File: config.mk
export PLATFORM = sky130hd
export DESIGN_NAME = sram_port_arbiter
export DESIGN_NICKNAME = d
export VERILOG_FILES = /design/src/rtl/sram_port_arbiter.sv
export SDC_FILE = /design/constraint.sdc
export NUM_CORES = 1
export LEC_CHECK = 0
export CELL_PAD_IN_SITES_DETAIL_PLACEMENT = 0
export CELL_PAD_IN_SITES_GLOBAL_PLACEMENT = 2
export CORE_MARGIN = 2
export CORE_UTILIZATION = 23
export CTS_CLUSTER_DIAMETER = 100
export DETAILED_ROUTE_END_ITERATION = 16
export PLACE_DENSITY_LB_ADDON = 0.08
export SYNTH_ARGS = -nofsm -noshare
export SYNTH_HDL_FRONTEND = slang
export SYNTH_SLANG_ARGS = --single-unit
File: constraint.sdc
create_clock -name clk -period 2.5 [get_ports clk]
set_clock_uncertainty 0.15 [all_clocks]
set_input_delay 0.25 -clock clk [delete_from_list [all_inputs] [get_ports clk]]
set_output_delay 0.25 -clock clk [all_outputs]
set_load 0.05 [all_outputs]
File: src/rtl/sram_port_arbiter.sv
// Two-port arbiter in front of a single SRAM controller: one controller
// transaction per grant, latched request copy, one-cycle ack with read data.
module sram_port_arbiter #(
  parameter int PRIORITY_MODE  = 0,
  parameter int TIMEOUT_CYCLES = 16
) (
  input  logic        clk,
  input  logic        rst,
  input  logic        p0_rd_en,
  input  logic        p0_wr_en,
  input  logic [31:0] p0_address,
  input  logic [31:0] p0_writeData,
  output logic [31:0] p0_readData,
  output logic        p0_ack,
  input  logic        p1_rd_en,
  input  logic        p1_wr_en,
  input  logic [31:0] p1_address,
  input  logic [31:0] p1_writeData,
  output logic [31:0] p1_readData,
  output logic        p1_ack,
  output logic        mem_wr_en,
  output logic        mem_rd_en,
  output logic [31:0] mem_address,
  output logic [31:0] mem_writeData,
  input  logic [31:0] mem_readData,
  input  logic        mem_ready,
  output logic        busy,
  output logic        timeout_err
);
  typedef enum logic [1:0] {IDLE, ISSUE, DONE} state_t;

  typedef struct packed {
    logic        id;
    logic        wr;
    logic [31:0] addr;
    logic [31:0] data;
  } req_t;

  localparam logic [7:0] TO_LIMIT = 8'(TIMEOUT_CYCLES);

  state_t      state, state_nxt;
  req_t        lat, win_req;
  logic        last_grant, grant, req0, req1, any_req;
  logic [31:0] rdata;
  logic [7:0]  tcnt, tcnt_inc;
  logic        ready_ok, wd_hit, to_err;

  assign req0    = p0_rd_en | p0_wr_en;
  assign req1    = p1_rd_en | p1_wr_en;
  assign any_req = req0 | req1;

  // grant = 1 selects port 1; a tie in round-robin goes to the port not served last
  always_comb begin
    if (PRIORITY_MODE == 1)  grant = !req0;
    else if (req0 && req1)   grant = !last_grant;
    else                     grant = !req0;
  end

  // rd_en together with wr_en is a write
  assign win_req = grant ? {1'b1, p1_wr_en, p1_address, p1_writeData}
                         : {1'b0, p0_wr_en, p0_address, p0_writeData};

  assign tcnt_inc = tcnt + 8'd1;
  assign ready_ok = (tcnt != '0) && mem_ready;
  assign wd_hit   = (TIMEOUT_CYCLES != 0) && (tcnt_inc == TO_LIMIT);

  always_ff @(posedge clk) begin
    if (rst) state <= IDLE;
    else     state <= state_nxt;
  end

  always_comb begin
    state_nxt     = state;
    mem_rd_en     = 1'b0;
    mem_wr_en     = 1'b0;
    mem_address   = '0;
    mem_writeData = '0;
    p0_ack        = 1'b0;
    p1_ack        = 1'b0;
    busy          = 1'b0;
    case (state)
      IDLE: if (any_req) state_nxt = ISSUE;
      ISSUE: begin
        busy          = 1'b1;
        mem_wr_en     = lat.wr;
        mem_rd_en     = !lat.wr;
        mem_address   = lat.addr;
        mem_writeData = lat.data;
        if (ready_ok || wd_hit) state_nxt = DONE;
      end
      DONE: begin
        busy      = 1'b1;
        p0_ack    = !lat.id;
        p1_ack    = lat.id;
        state_nxt = IDLE;
      end
      default: state_nxt = IDLE;
    endcase
  end

  // a completing ready wins over a watchdog hit in the same cycle
  always_ff @(posedge clk) begin
    if (rst) begin
      lat        <= '0;
      last_grant <= 1'b1;
      rdata      <= '0;
      tcnt       <= '0;
      to_err     <= 1'b0;
    end else begin
      case (state)
        IDLE: if (any_req) begin
          lat        <= win_req;
          last_grant <= grant;
          tcnt       <= '0;
        end
        ISSUE: begin
          tcnt <= tcnt_inc;
          if (ready_ok) rdata <= mem_readData;
          else if (wd_hit) begin
            rdata  <= '0;
            to_err <= 1'b1;
          end
        end
        default: ;
      endcase
    end
  end

  assign p0_readData = p0_ack ? rdata : '0;
  assign p1_readData = p1_ack ? rdata : '0;
  assign timeout_err = to_err;

endmodule

### Word-level counts from Yosys, hierarchy flattened

Cells that the tools add are included.

| word-level totals | value |
|---|---|
| RAM bits | 0 |
| flip-flop bits (word level) | 110 |
| word-level logic and storage cells | 54 |
| memory bits (read-only) | 0 |
| output and inout bits | 134 |
| bits in latches | 0 |
| memories kept | 0 |
| input bits | 167 |

| cells by class | value |
|---|---|
| $lt $le $gt $ge | 0 |
| reductions and logical operators | 17 |
| add/subtract/negate cells | 1 |
| shifts and indexed selects | 0 |
| div/mod/pow operators | 0 |
| bitwise gates (word level) | 4 |
| equality and inequality tests | 5 |
| mux-type cells | 18 |
| multipliers | 0 |

Operator list:

| operator | number |
|---|---|
| $mux W32 | 6 |
| $mux W66 | 1 |
| $pmux W8 S2 | 1 |
| $add A8 B1 Y8 const B | 1 |
| $eq A8 B5 Y1 const B | 1 |
| $mux W8 | 1 |
| $reduce_and A2 Y1 | 4 |
| $reduce_bool A8 Y1 | 1 |
| $mux W1 | 6 |
| $logic_not A1 Y1 | 4 |
| $mux W2 | 2 |
| $ne A2 B2 Y1 const B | 2 |
| $pmux W2 S2 | 1 |
| $reduce_bool A2 Y1 | 2 |
| $or A1 B1 Y1 | 3 |
| $reduce_and A3 Y1 | 1 |
| $eq A2 B1 Y1 const B | 1 |
| $eq A2 B2 Y1 const B | 1 |
| $logic_and A1 B1 Y1 | 2 |
| $logic_not A2 Y1 | 1 |
| $reduce_or A2 Y1 | 1 |
| $logic_or A1 B1 Y1 | 1 |
| $not A1 Y1 | 1 |

### Logic depth before layout (Yosys ltp)

Gate-level depths: netlist of the first run.

| depth | value |
|---|---|
| depth after elaboration | 5 |
| gate-level depth with buffers | 8 |
| depth with buffers taken out | 7 |

### Worst setup path after synthesis of the first run

Ideal clock, no wire load.

| timing path | value |
|---|---|
| path type | register to output |
| from | register state[0] |
| to | output p0_readData[22] |
| path buffers | 1 |
| data required time | 2100 ps |
| cell stages (with the launch flop) | 6 |
| arrival | 1976 ps |
| slack | 124 ps |
| cells stage by stage | dfxtp_1 inv_1 ha_1 nor2b_1 clkbuf_1 and2_1 |

| on the way | value |
|---|---|
| longest elaborated chain between the ends | 3 |

RTL lines:

| item | RTL line | RTL |
|---|---|---|
| start: declaration | 41 | `state_t state, state_nxt;` |
| start signal: assignment | 69 | `else state <= state_nxt;` |
| $eq A2 B2 Y1 | 81 | `case (state)` |
| $mux W1 | 81 |  |
| named net p0_ack | 14 | `output logic p0_ack,` |
| $mux W32 | 129 | `assign p0_readData = p0_ack ? rdata : '0;` |
| end: declaration | 13 | `output logic [31:0] p0_readData,` |

The timed path passes the listed nets, and every way through them passes these cells.

### Worst setup path in the final report of the first run

| timing path | value |
|---|---|
| from | register state[0] |
| to | output busy |

| on the way | value |
|---|---|
| longest elaborated chain between the ends | 3 |
| elaborated cells between the ends (all ways) | 4 |
| classes of those cells | eq/ne (2); mux (1); reduce/logical (1) |

RTL lines:

| item | RTL line | RTL |
|---|---|---|
| $eq A2 B1 Y1 or $eq A2 B2 Y1 (tied branches) | 81 |  |
| $reduce_or A2 Y1 (no line) (*) | - |  |
| $mux W1 (*) | 81 |  |
| end: declaration | 27 | `output logic busy,` |

Every way passes the cells marked *; elsewhere a longest branch is shown, timed or not.

==> results.ini, run 1 <==
[outcome]
status=complete, no violations

[global_routing]
grt_pass1_vias=5406
grt_pass1_wl_microns=30900
grt_use_total_pct=14.8
grt_max_degree=76
grt_overflow=0
antenna_found_initial=1

[synth]
synth_area_sq_mm=0.00586
syn_inst=608
ys_seq_area_share_pct=37.6
yosys-top-cells-area=dfxtp_1 (38%), a211oi_2 (13%), mux2i_1 (11%), and2_1 (11%), nor2_1 (5.1%)
synth_seq_cells=110
synth_edf_count=0
yosysUniqueCellTypes=43
synth_top_cell_area_share_pct=37.6
yosysWarnings=0
yosysMostFrequentCell=dfxtp_1
yosys.area.top_type=dfxtp_1
synthFlopType=dfxtp_1
synthArstFlopShare_pct=0
synthTopCellsByCount=dfxtp_1 (110), and2_1 (99), nor2_1 (79), mux2i_1 (65), a211oi_2 (60)
syn_nets=780
synth_area_per_cell_sq_um=9.65

[sta]
drv_slew=0
max_slew_margin_pct=37.9
finalCritPeriodShare_pct=93.3
tightest_slew_ns=0.930
hold_viol_final=0
max_freq_mhz=429
finalCriticalPeriod_ns=2.33
setup_violations=0
finalSetupTns_ns=0
grt_setup_unrepaired=false
setup_slack_ns=0.168

[critical_path]
path_delay_family=buffers and inverters
reg2reg_slack_ns=0.19
cp_slowest_cell=clkdlybuf4s50_1
r2r-start=tcnt[0]
crit_arrival_ns=1.93
worst-path-buf-inv=2
cpPeakStageDelay_ns=0.81
path_max_fanout=3
critPathCaptureType=output pin
r2r_cells=7
r2r_end=rdata[0]
worst_setup_path_start_kind=flip-flop
critPathRequiredTime_ns=2.10
path_cells=inv_1 > ha_1 > clkdlybuf4s50_1
worstSetupPathType=reg -> out

[cts]
path_clk_slew_ns=0.08
cts_tree=built
cts_hold_buf=0
postCtsSetupRepairBufs=0
clockBufferDepth=2
cts.sinks=110
cts_root_buffer=clkbuf_16
cts_made_buffers=9
h-tree-depth=3
insertion_delay_ns=0.36

[die]
placementRows=58
die_y_microns=164
die_w_microns=164
io_pins=301
start_util_pct=23.4
core-area_sq_mm=0.0251
dieArea_sq_mm=0.0268

[pwr]
irDropWorstVdd_mv=0.262
p_clk_share_pct=25.4
combPwrFrac_pct=39.3
sequentialPowerShare_pct=35.3
total_leakage_power_uw=0.00425
powerDensity_mw_per_mm2=547
switching_share_pct=36.1
power.switching_uw=2100
intPower_uw=3720

[layout]
layout.nets=1047
fin_cells=1211
drive_gt1_share_pct=26.7
syn2layout_area_growth_pct=81.7

[drt]
remaining_drc_errors=0
initialDrtViolationCount=195
via_per_inst=4.47
wl_microns=20000
drtAntennaViolNets=0
post_drt_wl_per_cell_microns=16.5
drtPass1Iterations=4
vias=5418

[placement]
place_ws_ns=0.181
dp.cells=1194
place_hpwl_microns=14900
portBuffers=300
place.gp.congestion=0.773

[hold_path]
worstHoldStart=rst
min_path_type=in -> reg
hold_path_end=lat[64]
whs_path_depth=2

[flow_run]
cap_viol_max_count=0

## routing by layer
metal	track usage (%)	vias up	part of all wire, %
li1	-	2688	-
met1	17.7	2519	42
met2	24.4	189	47
met3	5.49	22	8.2
met4	5.02	0	2.2
met5	0	-	0
## worst reg2reg max path: cells and delay by family (launching register included)
kind            cells  cell delay, ns
buf+inv             1            0.09
simple gates        1            0.18
compound gates      4            1.35
flops               1            0.36
fa+ha+maj           1            0.14
## layout by cell type (no fill, tap or decap), drive strengths merged
cell type        n
a211oi          66
a21bo            1
a21o             3
a21oi            8
a22o            32
a22oi            2
a31oi            3
a32oi            1
and2            99
and3            33
and4b            1
buf            144
clkbuf           9
clkdlybuf4s50  167
clkinv           3
dfxtp          110
diode            1
ha               5
inv              8
mux2i           65
nand2           10
nand2b           2
nand3            4
nand3b           1
nand4b           2
nor2            79
nor2b            5
nor3             4
nor3b            2
nor4             1
nor4b            1
o211ai           3
o21ai            4
o21bai           1
o22ai            1
## stage by stage
step           hold slack [ns]  total power [uW]  cell area (sq um)  utilization, %
3_5_place_dp             0.326              4420              10300            41.2
4_1_cts                 0.0755              5940              10600            42.4
3_3_place_gp             0.319              4390              10300            41.2
2_1_floorplan            0.225              3460               5860               -
6_report                0.0874              5830              10700            42.4
5_1_grt                 0.0862              6170              10700            42.4
## how the worst max path moves through the flow
stage	start	cells after the start	end	slack (ns)
final	state[0]	3	busy	0.17
after CTS	state[1]	5	mem_writeData[24]	0.03
after global placement	tcnt[0]	7	rdata[0]	0.21
after floorplan	state[0]	5	p0_readData[22]	0.12
after global routing	tcnt[0]	7	rdata[31]	0.01
after detailed placement	tcnt[0]	7	rdata[31]	0.18
## cell families after synthesis
family,Yosys count,share of synthesized area (%)
and+or+nand+nor,244,22.8
muxes,65,11.1
adders and majority gates,5,1.07
AOI/OAI and AO/OA,125,21.8
buffers and inverters,59,5.70
DFF,110,37.6
## flip-flops by register name, indices dropped and copies added (netlist names)
| register | flops |
|---|---|
| lat | 66 |
| state | 2 |
| timeout_err | 1 |
| tcnt | 8 |
| rdata | 32 |
| last_grant | 1 |
## repair_timing
item | 4_1_cts | 5_1_grt
endpoints found under the setup margin | 0 | 19
gates resized for setup | 0 | 1
endpoints found under the hold margin | 0 | 0
## power groups by stage
stage	clock [uW]	combinational (uW)	sequential, uW
2_1_floorplan	0	1380	2070
3_5_place_dp	0	2320	2100
4_1_cts	1550	2330	2060
5_1_grt	1620	2450	2090
6_report	1480	2290	2060
3_3_place_gp	0	2290	2090
## final cells by class
cell class                      count  area (sq um)
Sequential cell                   110          2200
Tap cell                          330           413
Multi-Input combinational cell    439          3360
Fill cell                        2428         14500
Antenna cell                        1          2.50
Timing Repair Buffer              311          4370
Inverter                            4          15.0
Clock buffer                        9           225
Clock inverter                      7          73.8
(Power assumes the default switching activity.)
==> inputs of run 2 (changes only) <==
Settings changed: CORE_UTILIZATION 23 to 20, HOLD_SLACK_MARGIN set to 0.08, PLACE_DENSITY_LB_ADDON 0.08 to 0.1.
Clock period 2.5 ns to 2 ns, I/O delays scaled along.
==> run 2 against run 1 <==
Hold slack better by 0.19 ns. Clock-buffer cell count up 2. Utilization down 1.3 points. Die area up 15%. Final cell count up 9.0%. Sequential power up 26%. Flip-flop and latch count unchanged. Global-route usage down 0.81 points. Routed wire length up 16%. Critical path depth up 4. Clock power up 24%. Worst setup slack worse by 0.14 ns. Critical path type unchanged. Critical endpoint is now p0_readData[22]. Largest cell class unchanged.
==> results.ini, run 2 (synthesis gave the netlist of run 1 again) <==
[layout]
n_antenna_cell=0
reg_top3=lat (66), rdata (32), tcnt (8)
final_common_cell=clkdlybuf4s50_1
largest_register_ffs=66
largest_register=lat
layout.nets=1103
multi_input_area_sq_mm=0.00364
num-fill-cells=2699
drive_gt1_share_pct=41.9
syn2layout_area_growth_pct=102
final_cell_mix=clkdlybuf4s50_1 (166), buf_12 (153), dfxtp_1 (107)
seq_area_sq_mm=0.00221

[global_routing]
grt_overflow=0
grt_pass1_wl_microns=33100
grt_pass1_vias=5689
grt_use_met1_pct=16.4
met2_usage_pct=24.0
grt_max_degree=76
gr-usage-met3_pct=5.37
grt_use_total_pct=14.0
top_usage_layer=met2
antenna_found_initial=0

[hold_path]
min_path_type=in -> reg
hold_path_end=rdata[25]
whs_path_depth=2
worstHoldStart=mem_readData[25]

[die]
core-area_sq_mm=0.0288
placementRows=62
start_util_pct=20.4
die_w_microns=175
die_y_microns=175
io_pins=301
dieArea_sq_mm=0.0307

[cts]
path_clk_slew_ns=0.08
cts.sinks=110
h-tree-depth=3
cts_made_buffers=9
insertion_delay_ns=0.36
clockBufferDepth=2
cts_root_buffer=clkbuf_16
cts_tree=built

[flow_run]
cap_viol_max_count=0

[critical_path]
worst_setup_path_start_kind=flip-flop
reg2reg_slack_ns=0.10
r2r-start=tcnt[0]
path_delay_family=buffers and inverters
crit_arrival_ns=1.63
r2r_cells=7
path_cells=inv_2 > ha_4 > nor2b_4 > buf_12 > buf_12 > and2_4 > buf_12
r2r_end=rdata[0]
worst-path-buf-inv=4
worstSetupPathType=reg -> out
critPathRequiredTime_ns=1.65
cp_slowest_cell=dfxtp_2
cpPeakStageDelay_ns=0.33
crit_path_frequent_cell=buf_12
path_max_fanout=8
critPathCaptureType=output pin

[sta]
max_slew_margin_pct=63.6
tightest_slew_ns=0.546
holdWs_ns=0.282
max_freq_mhz=506
setup_violations=0
hold_viol_final=0
finalCriticalPeriod_ns=1.98
grt_setup_unrepaired=true
finalCritPeriodShare_pct=98.9
finalSetupTns_ns=0
drv_slew=0

[pwr]
powerDensity_mw_per_mm2=673
power_uw=7970
total_leakage_power_uw=0.00479
irDropWorstVdd_mv=0.321

[placement]
place.gp.congestion=0.768
place_hpwl_microns=16000
portBuffers=300

[drt]
post_drt_wl_per_cell_microns=17.5
wl_microns=23100
vias=5647
via_per_inst=4.28
drtPass1Iterations=4
remaining_drc_errors=0
initialDrtViolationCount=157
drtAntennaViolNets=0

[outcome]
status=complete, no violations

[run 2: cell types whose count changed in the layout (fill, tap and decap cells not counted), moves of 5 or more]
| cell | change |
|---|---|
| and2_1 | -90 |
| and2_4 | +85 |
| buf_12 | +24 |
| buf_4 | +20 |
| and2_2 | +5 |
| clkbuf_16 | +5 |
[run 2: cell type report]
type	instances	area share, %
Clock inverter	5	0.338
Clock buffer	11	2.13
Multi-Input combinational cell	440	30.7
Timing Repair Buffer	366	44.0
Sequential cell	110	18.6
Inverter	4	0.127
Tap cell	384	4.06
[run 2: how the worst max path moves through the flow]
stage             start              end  slack, ns  depth (start not counted)
3_5_place_dp    tcnt[0]         rdata[0]      -0.19                          7
5_1_grt        state[0]   p0_readData[6]      -0.06                          7
6_report       state[0]  p0_readData[22]       0.02                          7
3_3_place_gp    tcnt[0]        rdata[31]      -0.15                          7
4_1_cts         tcnt[0]        rdata[15]      -0.18                          7
2_1_floorplan  state[0]  p0_readData[22]      -0.05                          5
[run 2: worst reg2reg max path, delay by kind of cell (launching register included)]
kind | cells | cell delay, ns
compound gates | 3 | 0.68
flops | 1 | 0.34
fa+ha+maj | 1 | 0.21
buf+inv | 2 | 0.29
simple gates | 1 | 0.13
[run 2: stage by stage]
stage	setup WS, ns	instances	util [%]	instance area [sq um]
floorplan	-0.0545	608	-	5920
global placement	-0.153	1280	37.9	10900
detailed placement	-0.191	1280	37.9	10900
CTS	-0.184	1310	40.1	11500
global route	-0.0550	1320	41.2	11800
finish	0.0228	1320	41.2	11800
[run 2: what timing repair did]
item | CTS | global route
hold buffers | 1 | 0
gates cloned | 4 | 8
setup endpoints to repair | 161 | 159
resized for setup | 50 | 64
setup buffers | 9 | 5
endpoints found under the hold margin | 2 | 0
pin swaps | 35 | 12
[run 2: metal layers]
metal  vias up  wire, microns
met3         8           2080
li1       2802              -
met5         -              0
met1      2638           9520
met2       199          11400
met4         0            150
[run 2: power breakdown]
part / internal [uW] / leakage [uW] / switching, uW
clock network: 931 / 0.000147 / 899
logic: 1800 / 0.00373 / 1750
registers: 2450 / 0.000907 / 139
